--- config.mk ---
export PLATFORM = sky130hd
export DESIGN_NAME = mult_seq_nxn
export DESIGN_NICKNAME = d
export VERILOG_FILES = /design/src/rtl/mult_seq_nxn.sv
export SDC_FILE = /design/constraint.sdc
export NUM_CORES = 1
export LEC_CHECK = 0
export CORE_MARGIN = 2
export CORE_UTILIZATION = 52
export CTS_CLUSTER_SIZE = 24
export DETAILED_ROUTE_END_ITERATION = 12
export PLACE_DENSITY = 0.73
export SETUP_SLACK_MARGIN = 0.15
export SLEW_MARGIN = 0
export SYNTH_ARGS = -nofsm -noshare
export SYNTH_HDL_FRONTEND = slang
export SYNTH_SLANG_ARGS = --single-unit
--- constraint.sdc ---
create_clock -name clk -period 7.2 [get_ports clk]
set_clock_uncertainty 0.1 [all_clocks]
set_input_delay 0.72 -clock clk [delete_from_list [all_inputs] [get_ports clk]]
set_output_delay 0.72 -clock clk [all_outputs]
set_load 0.01 [all_outputs]
--- src/rtl/mult_seq_nxn.sv ---
// Sequential WIDTH x WIDTH multiplier built from a SLICE x SLICE digit multiplier.
// One digit partial product per cycle, shifted into place and accumulated; optional signed mode.
module mult_seq_nxn #(
  parameter int WIDTH = 8,
  parameter int SLICE = 4
) (
  input  logic                 clk,
  input  logic                 reset_a,
  input  logic                 start,
  input  logic                 signed_mode,
  input  logic [WIDTH-1:0]     dataa,
  input  logic [WIDTH-1:0]     datab,
  output logic                 busy,
  output logic                 done_flag,
  output logic [2*WIDTH-1:0]   product
);

  localparam int D  = WIDTH / SLICE;
  localparam int DW = (D > 1) ? $clog2(D) : 1;
  localparam logic [DW-1:0] LAST_DIGIT = DW'(D - 1);

  typedef enum logic [1:0] {IDLE, CALC, FIN} state_t;

  state_t               state;
  state_t               next_state;
  logic                 accept;
  logic                 last_pp;

  logic [WIDTH-1:0]     a_mag;
  logic [WIDTH-1:0]     b_mag;
  logic                 neg;
  logic [2*WIDTH-1:0]   acc;
  logic [DW-1:0]        di;
  logic [DW-1:0]        dj;

  logic [SLICE-1:0]     a_digit;
  logic [SLICE-1:0]     b_digit;
  logic [2*SLICE-1:0]   pp_raw;
  logic [2*WIDTH-1:0]   pp_shifted;

  // Magnitude of a possibly-signed operand; the most negative value maps to 2^(W-1) unsigned.
  function automatic logic [WIDTH-1:0] magnitude(input logic [WIDTH-1:0] x,
                                                 input logic             is_signed);
    return (is_signed && x[WIDTH-1]) ? (~x + 1'b1) : x;
  endfunction

  assign last_pp = (di == LAST_DIGIT) && (dj == LAST_DIGIT);

  always_ff @(posedge clk or negedge reset_a) begin
    if (!reset_a) begin
      state <= IDLE;
    end else begin
      state <= next_state;
    end
  end

  always_comb begin
    next_state = state;
    accept     = 1'b0;
    busy       = 1'b0;
    case (state)
      IDLE: begin
        if (start) begin
          accept     = 1'b1;
          next_state = CALC;
        end
      end
      CALC: begin
        busy = 1'b1;
        if (last_pp) begin
          next_state = FIN;
        end
      end
      FIN: begin
        busy       = 1'b1;
        next_state = IDLE;
      end
      default: begin
        next_state = IDLE;
      end
    endcase
  end

  // di walks the multiplicand digits fastest, dj the multiplier digits.
  always_comb begin
    a_digit    = a_mag[SLICE*int'(di) +: SLICE];
    b_digit    = b_mag[SLICE*int'(dj) +: SLICE];
    pp_raw     = {{SLICE{1'b0}}, a_digit} * {{SLICE{1'b0}}, b_digit};
    pp_shifted = (2*WIDTH)'(pp_raw) << (SLICE * (int'(di) + int'(dj)));
  end

  always_ff @(posedge clk or negedge reset_a) begin
    if (!reset_a) begin
      a_mag     <= '0;
      b_mag     <= '0;
      neg       <= 1'b0;
      acc       <= '0;
      di        <= '0;
      dj        <= '0;
      product   <= '0;
      done_flag <= 1'b0;
    end else begin
      if (accept) begin
        a_mag     <= magnitude(dataa, signed_mode);
        b_mag     <= magnitude(datab, signed_mode);
        neg       <= signed_mode & (dataa[WIDTH-1] ^ datab[WIDTH-1]);
        acc       <= '0;
        di        <= '0;
        dj        <= '0;
        done_flag <= 1'b0;
      end else if (state == CALC) begin
        acc <= acc + pp_shifted;
        if (di == LAST_DIGIT) begin
          di <= '0;
          dj <= dj + 1'b1;
        end else begin
          di <= di + 1'b1;
        end
      end else if (state == FIN) begin
        product   <= neg ? (~acc + 1'b1) : acc;
        done_flag <= 1'b1;
      end
    end
  end

endmodule

# --- Word-level counts from Yosys, hierarchy flattened ---
# Index checks and enable logic that the tools add are counted.
totals:
  output_inout_bits: 18
  reg_bits: 54
  word_cells: 64
  input_bits: 20
op_classes:
  mul: 1
  n_addsub: 7
  shift: 3
  n_eq_ne: 5
  n_bitwise: 7
  reduce_logical: 12
  n_mux: 20
ops:
  columns: ["op", "n"]
  rows:
  - ["two-way mux 16 bit", 3]
  - ["adder 16 x 1 -> 16 bit, second input constant", 1]
  - ["adder 16 bit", 1]
  - ["adder 8 x 1 -> 8 bit, second input constant", 2]
  - ["two-way mux 8 bit", 2]
  - ["NOT 16 bit", 1]
  - ["NOT 8 bit", 2]
  - ["indexed part select 8 x 4 -> 4 bit", 2]
  - ["left shift 8 x 4 -> 16 bit", 1]
  - ["two-way mux 1 bit", 12]
  - ["multiplier 4 x 4 -> 8 bit", 1]
  - ["!= test 2 bit, second input constant", 3]
  - ["AND reduction 2 bit", 3]
  - ["nonzero test 2 bit", 3]
  - ["two-way mux 2 bit", 2]
  - ["one-hot mux 2 bit (2 select lines)", 1]
  - ["logical AND 1 bit", 3]
  - ["AND reduction 3 bit", 1]
  - ["adder 1 bit, second input constant", 2]
  - ["adder 1 x 1 -> 2 bit", 1]
  - ["== test 2 x 1 -> 1 bit, second input constant", 1]
  - ["== test 2 bit, second input constant", 1]
  - ["zero test 2 bit", 1]
  - ["NOT 1 bit", 2]
  - ["other kinds (3)", 3]

# --- Logic depth before layout (Yosys ltp) ---
# Gate-level depths: netlist of run 1.
logic_depth:
  word_depth: 6
  mapped_depth: 22
  mapped_depth_nobuf: 21

# --- Worst setup path before layout of run 1 ---
# No wires, ideal clock.
synth_timing:
  kind: "flip-flop to flip-flop"
  startpoint: "register dj"
  endpoint: "register acc[14]"
  arrival_ps: 4976
  required_time_ps: 6978
  path_buffers: 1
  setup_slack_ps: 2002
  stages_incl_launch_ff: 20
  synth_period_minus_slack_ps: 5198
  setup_ps: 122
  path_cell_list: "dfrtp_1 > clkbuf_1 > mux2i_1 > or2_2 > fa_1 > inv_1 > fa_1 > ha_1 > a211oi_1 > o21ai_0 > a311oi_1 > mux2i_1 > and2_1 > ha_1 > a2111oi_0 > o21ai_1 > a211oi_1 > nor2_1 > or3_1 > o2111a_1"
synth_via:
  elab_chain_cells: 6
  word_cells_on_any_way: 7
synth_rtl:
  columns: ["element", "line", "text"]
  rows:
  - ["start, declared", "34", "logic [DW-1:0] dj;"]
  - ["start signal, assigned", "115", "dj <= dj + 1'b1;"]
  - ["indexed part select 8 x 4 -> 4 bit", "87", "b_digit = b_mag[SLICE*int'(dj) +: SLICE];"]
  - ["multiplier 4 x 4 -> 8 bit", "88", "pp_raw = {{SLICE{1'b0}}, a_digit} * {{SLICE{1'b0}}, b_digit};"]
  - ["left shift 8 x 4 -> 16 bit (*)", "89", "pp_shifted = (2*WIDTH)'(pp_raw) << (SLICE * (int'(di) + int'(dj)));"]
  - ["adder 16 bit (*)", "112", "acc <= acc + pp_shifted;"]
  - ["two-way mux 16 bit (*)", "111", "end else if (state == CALC) begin"]
  - ["two-way mux 16 bit (*)", "103", "if (accept) begin"]
  - ["end signal, assigned", "112", null]
  - ["end, declared", "32", "logic [2*WIDTH-1:0] acc;"]
# Mark *: on every way between the ends. The rest lies on a longest branch, timed or not. The select of a mux whose other input is x is not followed.
# A chain may end at the register's enable or synchronous reset.

# --- Final worst setup path of run 1 ---
layout_timing:
  startpoint: "register di"
  endpoint: "register acc[12]"
layout_via:
  elab_chain_cells: 6
  word_cells_on_any_way: 7
layout_rtl:
  columns: ["element", "line", "text"]
  rows:
  - ["start, declared", "33", "logic [DW-1:0] di;"]
  - ["start signal, assigned", "117", "di <= di + 1'b1;"]
  - ["indexed part select 8 x 4 -> 4 bit", "86", "a_digit = a_mag[SLICE*int'(di) +: SLICE];"]
  - ["multiplier 4 x 4 -> 8 bit", "88", null]
  - ["left shift 8 x 4 -> 16 bit (*)", "89", null]
  - ["adder 16 bit (*)", "112", null]
  - ["two-way mux 16 bit (*)", "111", null]
  - ["two-way mux 16 bit (*)", "103", null]
# Marked as above.

==> results of run 1 <==
-- final cells by class --
cell class                 instances  area, sq um  area share
clock inverter                     3         23.8     0.00518
sequential                        54         1350       0.295
tap                              102          128      0.0278
timing repair buffer              40          388      0.0846
inverter                          21         78.8      0.0172
multi-input combinational        362         2550       0.556
clock buffer                       5         68.8      0.0150
-- power groups by stage --
stage / clock network (mW) / registers, mW / logic (mW)
4_1_cts: 0.183 / 0.561 / 1.37
6_report: 0.177 / 0.560 / 1.36
3_3_place_gp: 0 / 0.564 / 1.32
2_1_floorplan: 0 / 0.544 / 1.03
5_1_grt: 0.195 / 0.581 / 1.55
3_5_place_dp: 0 / 0.568 / 1.36
-- worst min path at each step --
stage / slack (ps) / endpoint / cells after the start / start
after floorplan: 320 / a_mag[0] / 0 / reset_a
after global placement: 370 / a_mag[3] / 2 / a_mag[3]
after detailed placement: 380 / a_mag[3] / 2 / a_mag[3]
after CTS: 400 / a_mag[3] / 2 / a_mag[3]
after global routing: 410 / a_mag[4] / 2 / a_mag[4]
final: 390 / a_mag[3] / 2 / a_mag[3]
-- logic make-up (layout without fill, tap and decap cells) --
family | count (synthesis) | in the layout | synth area share
AOI/OAI and AO/OA | 103 | 103 | 0.164
xor gates and xnor gates | 39 | 39 | 0.0844
adders and majority gates | 40 | 40 | 0.133
buffers and inverters | 39 | 69 | 0.0362
DFF | 54 | 54 | 0.334
muxes | 28 | 28 | 0.0727
and+or+nand+nor | 152 | 152 | 0.176
-- state kept, by name, summed over array words and instances (netlist names) --
name       count
done_flag      1
dj             1
b_mag          8
di             1
acc           16
state          2
neg            1
product       16
a_mag          8
-- per-stage QoR --
step	total power, mW	utilization	setup slack (ps)	cells
finish	2.10	0.600	1490	587
global route	2.33	0.600	973	587
CTS	2.11	0.600	1510	587
detailed placement	1.93	0.588	1580	579
global placement	1.89	0.588	1790	579
floorplan	1.57	-	2000	455
-- routing by layer --
| metal | track usage | part of all wire |
|---|---|---|
| met5 | 0 | 0 |
| met4 | 0.0808 | 0.022 |
| met3 | 0.0288 | 0.041 |
| met2 | 0.368 | 0.49 |
| met1 | 0.260 | 0.45 |
-- worst min-delay path, stage by stage, from the launching register on --
cell and delay [ps]:
dfrtp_1 350, nand2_1 50, o21ai_0 60
-- cell usage in the layout, fill, tap and decap left out, types with 3 or more instances in the layout --
| master | count |
|---|---|
| nor3b_1 | 3 |
| o21ai_1 | 8 |
| inv_1 | 21 |
| xnor2_1 | 16 |
| clkbuf_8 | 5 |
| o31ai_1 | 3 |
| nand2_1 | 46 |
| dfrtp_1 | 54 |
| xor2_1 | 23 |
| o21ai_0 | 28 |
| a2111oi_0 | 3 |
| or3_1 | 6 |
| a21o_1 | 9 |
| or3_4 | 3 |
| nor2b_1 | 5 |
| mux2i_1 | 20 |
| clkdlybuf4s50_1 | 36 |
| nor3_1 | 7 |
| nand3_1 | 15 |
| nor2_1 | 49 |
| or2_2 | 4 |
| a21oi_1 | 28 |
| nand2b_1 | 3 |
| buf_4 | 3 |
| fa_1 | 5 |
| a211oi_1 | 4 |
| a31oi_1 | 3 |
| mux2_2 | 6 |
| and2_1 | 6 |
| ha_1 | 35 |
==> summary.md, run 1 <==
| Metric | Value |
|---|---|
| Die area | 0.00850 sq mm |
| Residual DRC count | 0 |
| Critical Path Start | di |
| Crit Path Max Fanout | 7 |
| CP endpoint | acc[12] |
| Net Sw Power | 0.973 mW |
| Seq/Total Area, Yosys | 0.334 |
| Hold WS | 394 ps |
| Worst r2r path cells | 18 |
| Avg Cell Area, Syn | 8.89 sq um |
| Hold buffers post-CTS | 0 |
| Ports | 38 |
| Worst path required time | 7310 ps |
| Initial antenna violation count | 0 |
| Max_slew headroom | 0.244 |
| WL per Instance | 13.8 um |
| Fill count | 697 |
| Crit-path max cell delay | 540 ps |
| # rows | 32 |
| Routed Wire Length | 8110 um |
| Skew-Pair Late Insertion Delay | 320 ps |
| Synth top area share | 0.334 |
| Die Span X | 92.2 um |
| Peak VDD IR | 228 uV |
| Post-CTS Setup Bufs | 0 |
| CP Class | reg2reg |
| Gate power share | 0.648 |
| IO buf count | 37 |
| Congestion Overflow GR | 0 |
| Synth cell count leaders | dfrtp_1, nor2_1, nand2_1 |
| H-tree depth | 2 |
| Worst path buffer plus inverter count | 1 |
| Maxcap violations | 0 |
| Syn. warnings | 0 |
| Largest net degree at the start of global routing | 55 |
| Finished Cell Area | 0.00459 sq mm |
| Clock Tree Root | clkbuf_8 |
| Total CTS buffers | 5 |
| Core area | 0.00765 sq mm |
| Post-DP Area | 0.00449 sq mm |
| Die Span Y | 92.2 um |
| Unique masters post-synth | 49 |
| Startpoint Class | flip-flop |
| Max Fclk | 0.175 GHz |
| Synth Cell Area | 0.00405 sq mm |
| CTS clock-pin slew for the worst setup and hold paths | 110 ps |
| First-pass GRT wire length | 14300 um |
| Detail Route Antenna Nets | 0 |
| Int Power | 1.12 mW |
| Crit-path cells | mux2i_1 -> or2_2 -> fa_1 -> inv_1 -> fa_1 -> ha_1 -> a211oi_1 -> o21ai_0 -> a311oi_1 -> mux2i_1 -> and2_1 -> ha_1 -> a2111oi_0 -> o21ai_1 -> a2111oi_0 -> nor3_1 -> nor3_1 -> nor3b_1 |
| Instance count on the critical path | 18 |
| Synth Instances | 455 |
| Unrepaired setup endpoints after global routing | false |
| Cell family with most CP delay | compound AO/OA/AOI/OAI gates |
| Pleak | 2.14 nW |
| Power per Cell Area | 457 mW/mm^2 |
| Diodes inserted | 0 |
| Final period utilization | 0.793 |
| Vias in the first global route | 3190 |
| Worst Max-Slew Pin Slew | 1130 ps |
| GRT Total Usage | 0.209 |
| Min-Delay Path Class | reg2reg |
| Synthesis-to-finish area growth | 13.4% |
| Slowest library cell on the worst path | dfrtp_1 |
| Flop2flop setup slack | 1490 ps |
| Via density per instance | 5.46 |
| TritonCTS clock tree | yes |
| Most common cell in the netlist | dfrtp_1 |
| Seq cells post-synth | 54 |
| Total negative slack | 0 ps |
| FFs w/ async S/R, synth | 1.00 |
| Clock power share | 0.085 |
| Share of cells above drive strength 1 | 0.0680 |
| Hold Fails Final Rpt | 0 |
| Synth area leader | dfrtp_1 |
| Clk buf depth | 2 |
| # nets final | 544 |
| Total vias in the final route | 3204 |
| DRT iter0 DRCs | 137 |
| Sequential Power Share | 0.267 |
| Post-synth EDFFs | 0 |
| CTS resizes | 0 |
| Post-Syn Nets | 515 |
| GP Congestion | 0.892 |
| Worst R2R Start | di |
| CTS Sinks | 54 |
| Arrival time at the worst endpoint | 5820 ps |
| Synth area leaders | dfrtp_1, ha_1, xor2_1 |
| Hpwl dp | 6250 um |
| Initial core utilization | 0.529 |
| Synth Flop Type | dfrtp_1 |
| Worst Setup End Kind | flip-flop |
| Tmin final | 5710 ps |
| DRT Pass-1 Iters | 4 |
| Sw Share | 0.464 |
| Setup violations, final | 0 |
| Status | complete, no violations |
| Slew Viols, Final | 0 |
| FF-to-FF End | acc[12] |
Note: power is estimated with default switching activity, not from simulation.
==> run 2, diff against run 1 <==
--- a/config.mk
+++ b/config.mk
@@ -9,7 +9,7 @@
 export CORE_UTILIZATION = 52
 export CTS_CLUSTER_SIZE = 24
 export DETAILED_ROUTE_END_ITERATION = 12
-export PLACE_DENSITY = 0.73
+export PLACE_DENSITY = 0.76
 export SETUP_SLACK_MARGIN = 0.15
 export SLEW_MARGIN = 0
 export SYNTH_ARGS = -nofsm -noshare
==> constraint.sdc (replaced) <==
create_clock -name clk -period 4.6 [get_ports clk]
set_clock_uncertainty 0.1 [all_clocks]
set_input_delay 0.46 -clock clk [delete_from_list [all_inputs] [get_ports clk]]
set_output_delay 0.46 -clock clk [all_outputs]
set_load 0.01 [all_outputs]
==> run 2 against run 1 <==
Effect of this change:
- the run now ends with negative setup slack left
- largest cell class unchanged
- critical path type unchanged
- cell area increased by 15%
- sequential share of layout area decreased by 3.8 points
- utilization is 9.1 points higher
- via count up 11%
==> summary.md, run 2 (same netlist as run 1, synthesis figures left out) <==
| Metric | Value |
|---|---|
| Area of the multi-input gates | 0.00285 sq mm |
| Share of cells above drive strength 1 | 0.240 |
| Total CTS buffers | 5 |
| WL per Instance | 15.8 um |
| Total vias in the final route | 3567 |
| Status | finished, violations left |
| Detail Route Antenna Nets | 0 |
| Hpwl dp | 6750 um |
| GP Congestion | 0.944 |
| Core area | 0.00765 sq mm |
| Die Span Y | 92.2 um |
| Commonest non-fill, non-tap cell in the layout | dfrtp_1 |
| Clk buf depth | 2 |
| Die Span X | 92.2 um |
| Crit Path Max Fanout | 4 |
| Via density per instance | 5.62 |
| Flop2flop setup slack | -470 ps |
| Worst Setup End Kind | flip-flop |
| Hold Fails Final Rpt | 0 |
| Maxcap violations | 0 |
| Regs by FF count | acc: 16 flops, product: 16 flops |
| Final worst slack | -472 ps |
| First-pass GRT wire length | 16000 um |
| Ports | 38 |
| Routed Wire Length | 10100 um |
| Skew-Pair Late Insertion Delay | 330 ps |
| Initial core utilization | 0.529 |
| Setup violations, final | 9 |
| Max_slew headroom | 0.225 |
| Final period utilization | 1.10 |
| Total negative slack | -2500 ps |
| Fill count | 599 |
| Synthesis-to-finish area growth | 30.6% |
| CTS clock-pin slew for the worst setup and hold paths | 110 ps |
| Max Fclk | 0.197 GHz |
| Power per Cell Area | 841 mW/mm^2 |
| Vias in the first global route | 3516 |
| Congestion Overflow GR | 0 |
| Die area | 0.00850 sq mm |
| DRT iter0 DRCs | 212 |
| Tmin final | 5070 ps |
| Worst Max-Slew Pin Slew | 1160 ps |
| Clock Tree Root | clkbuf_8 |
| TritonCTS clock tree | yes |
| Min-Delay Path Class | in2async |
| Worst r2r path cells | 19 |
| Initial antenna violation count | 0 |
| Critical Path Start | di |
| Largest net degree at the start of global routing | 55 |
| Worst R2R Start | di |
| Hold WS | 140 ps |
| DRT Pass-1 Iters | 4 |
| Unrepaired setup endpoints after global routing | true |
| Startpoint Class | flip-flop |
| CTS Sinks | 54 |
| Hold buffers post-CTS | 0 |
| IO buf count | 37 |
| Commonest non-fill, non-tap cells in the layout | dfrtp_1, buf_4, nor2_1 |
| Diodes inserted | 0 |
| Worst path required time | 4730 ps |
| Slew Viols, Final | 0 |
| Arrival time at the worst endpoint | 5200 ps |
| # nets final | 592 |
| CP Class | reg2reg |
| Failing checks | negative setup slack |
| Peak VDD IR | 401 uV |
| # rows | 32 |
| Pleak | 2.44 nW |
| FF-to-FF End | acc[14] |
| Seq. cell area | 0.00135 sq mm |
| H-tree depth | 2 |
| GRT Total Usage | 0.233 |
| CP endpoint | acc[14] |
| Residual DRC count | 0 |
-- run 2: cell types whose count changed in the layout (fill, tap and decap cells not counted), sizes merged --
| cell | change |
|---|---|
| clkinv | +1 |
| buf | +48 |
| clkinvlp | -2 |
| bufinv | +1 |
-- run 2: critical path: stages (launching register included) --
cell	delay, ps
dfrtp_2	450
mux2i_2	160
or2_4	260
fa_1	550
inv_2	40
fa_2	580
ha_4	230
a21o_1	200
a21oi_1	210
xor2_1	230
o21ai_0	160
and2_1	210
ha_1	340
o21a_1	200
o21ai_2	200
a21oi_4	110
a211oi_2	230
nor2_1	90
or3_1	310
o2111a_1	120
-- run 2: worst min-delay path by stage --
stage / start / to / slack, ps / depth (start not counted)
floorplan: reset_a / a_mag[0] / 60 / 0
global placement: a_mag[7] / a_mag[7] / 360 / 2
detailed placement: a_mag[7] / a_mag[7] / 370 / 2
CTS: reset_a / product[0] / 180 / 2
global route: reset_a / product[0] / 220 / 2
finish: reset_a / product[1] / 140 / 2
-- run 2: routing by layer --
| layer | routed length, um | global-route usage |
|---|---|---|
| met3 | 466 | 0.0296 |
| met2 | 5240 | 0.433 |
| met1 | 4090 | 0.275 |
| met4 | 266 | 0.0846 |
| met5 | 0 | 0 |
-- run 2: what timing repair did --
item | CTS | global route
endpoints found under the setup margin | 9 | 11
gates resized for setup | 25 | 33
setup buffers | 10 | 7
pin swaps | 10 | 10
-- run 2: final cells by class --
cell class,instances,area share
clock buffer,5,0.0130
clock inverter,3,0.00900
inverter,21,0.0149
multi-input combinational,362,0.539
sequential,54,0.256
tap,102,0.0242
timing repair buffer,88,0.144
-- run 2: through the flow --
step	util	power (mW)	instances	area, sq um	setup WS [ps]
after floorplan	-	2.54	455	4120	-171
after global placement	0.625	3.29	610	4780	-278
after detailed placement	0.625	3.38	610	4780	-374
after CTS	0.666	4.08	628	5090	-274
after global routing	0.691	4.75	635	5280	-603
final	0.691	4.44	635	5280	-472
-- run 2: report_power, final --
part / switching (mW) / total [mW] / internal, mW
sequential: 0.199 / 0.883 / 0.685
clock: 0.177 / 0.343 / 0.165
combinational: 1.61 / 3.22 / 1.61
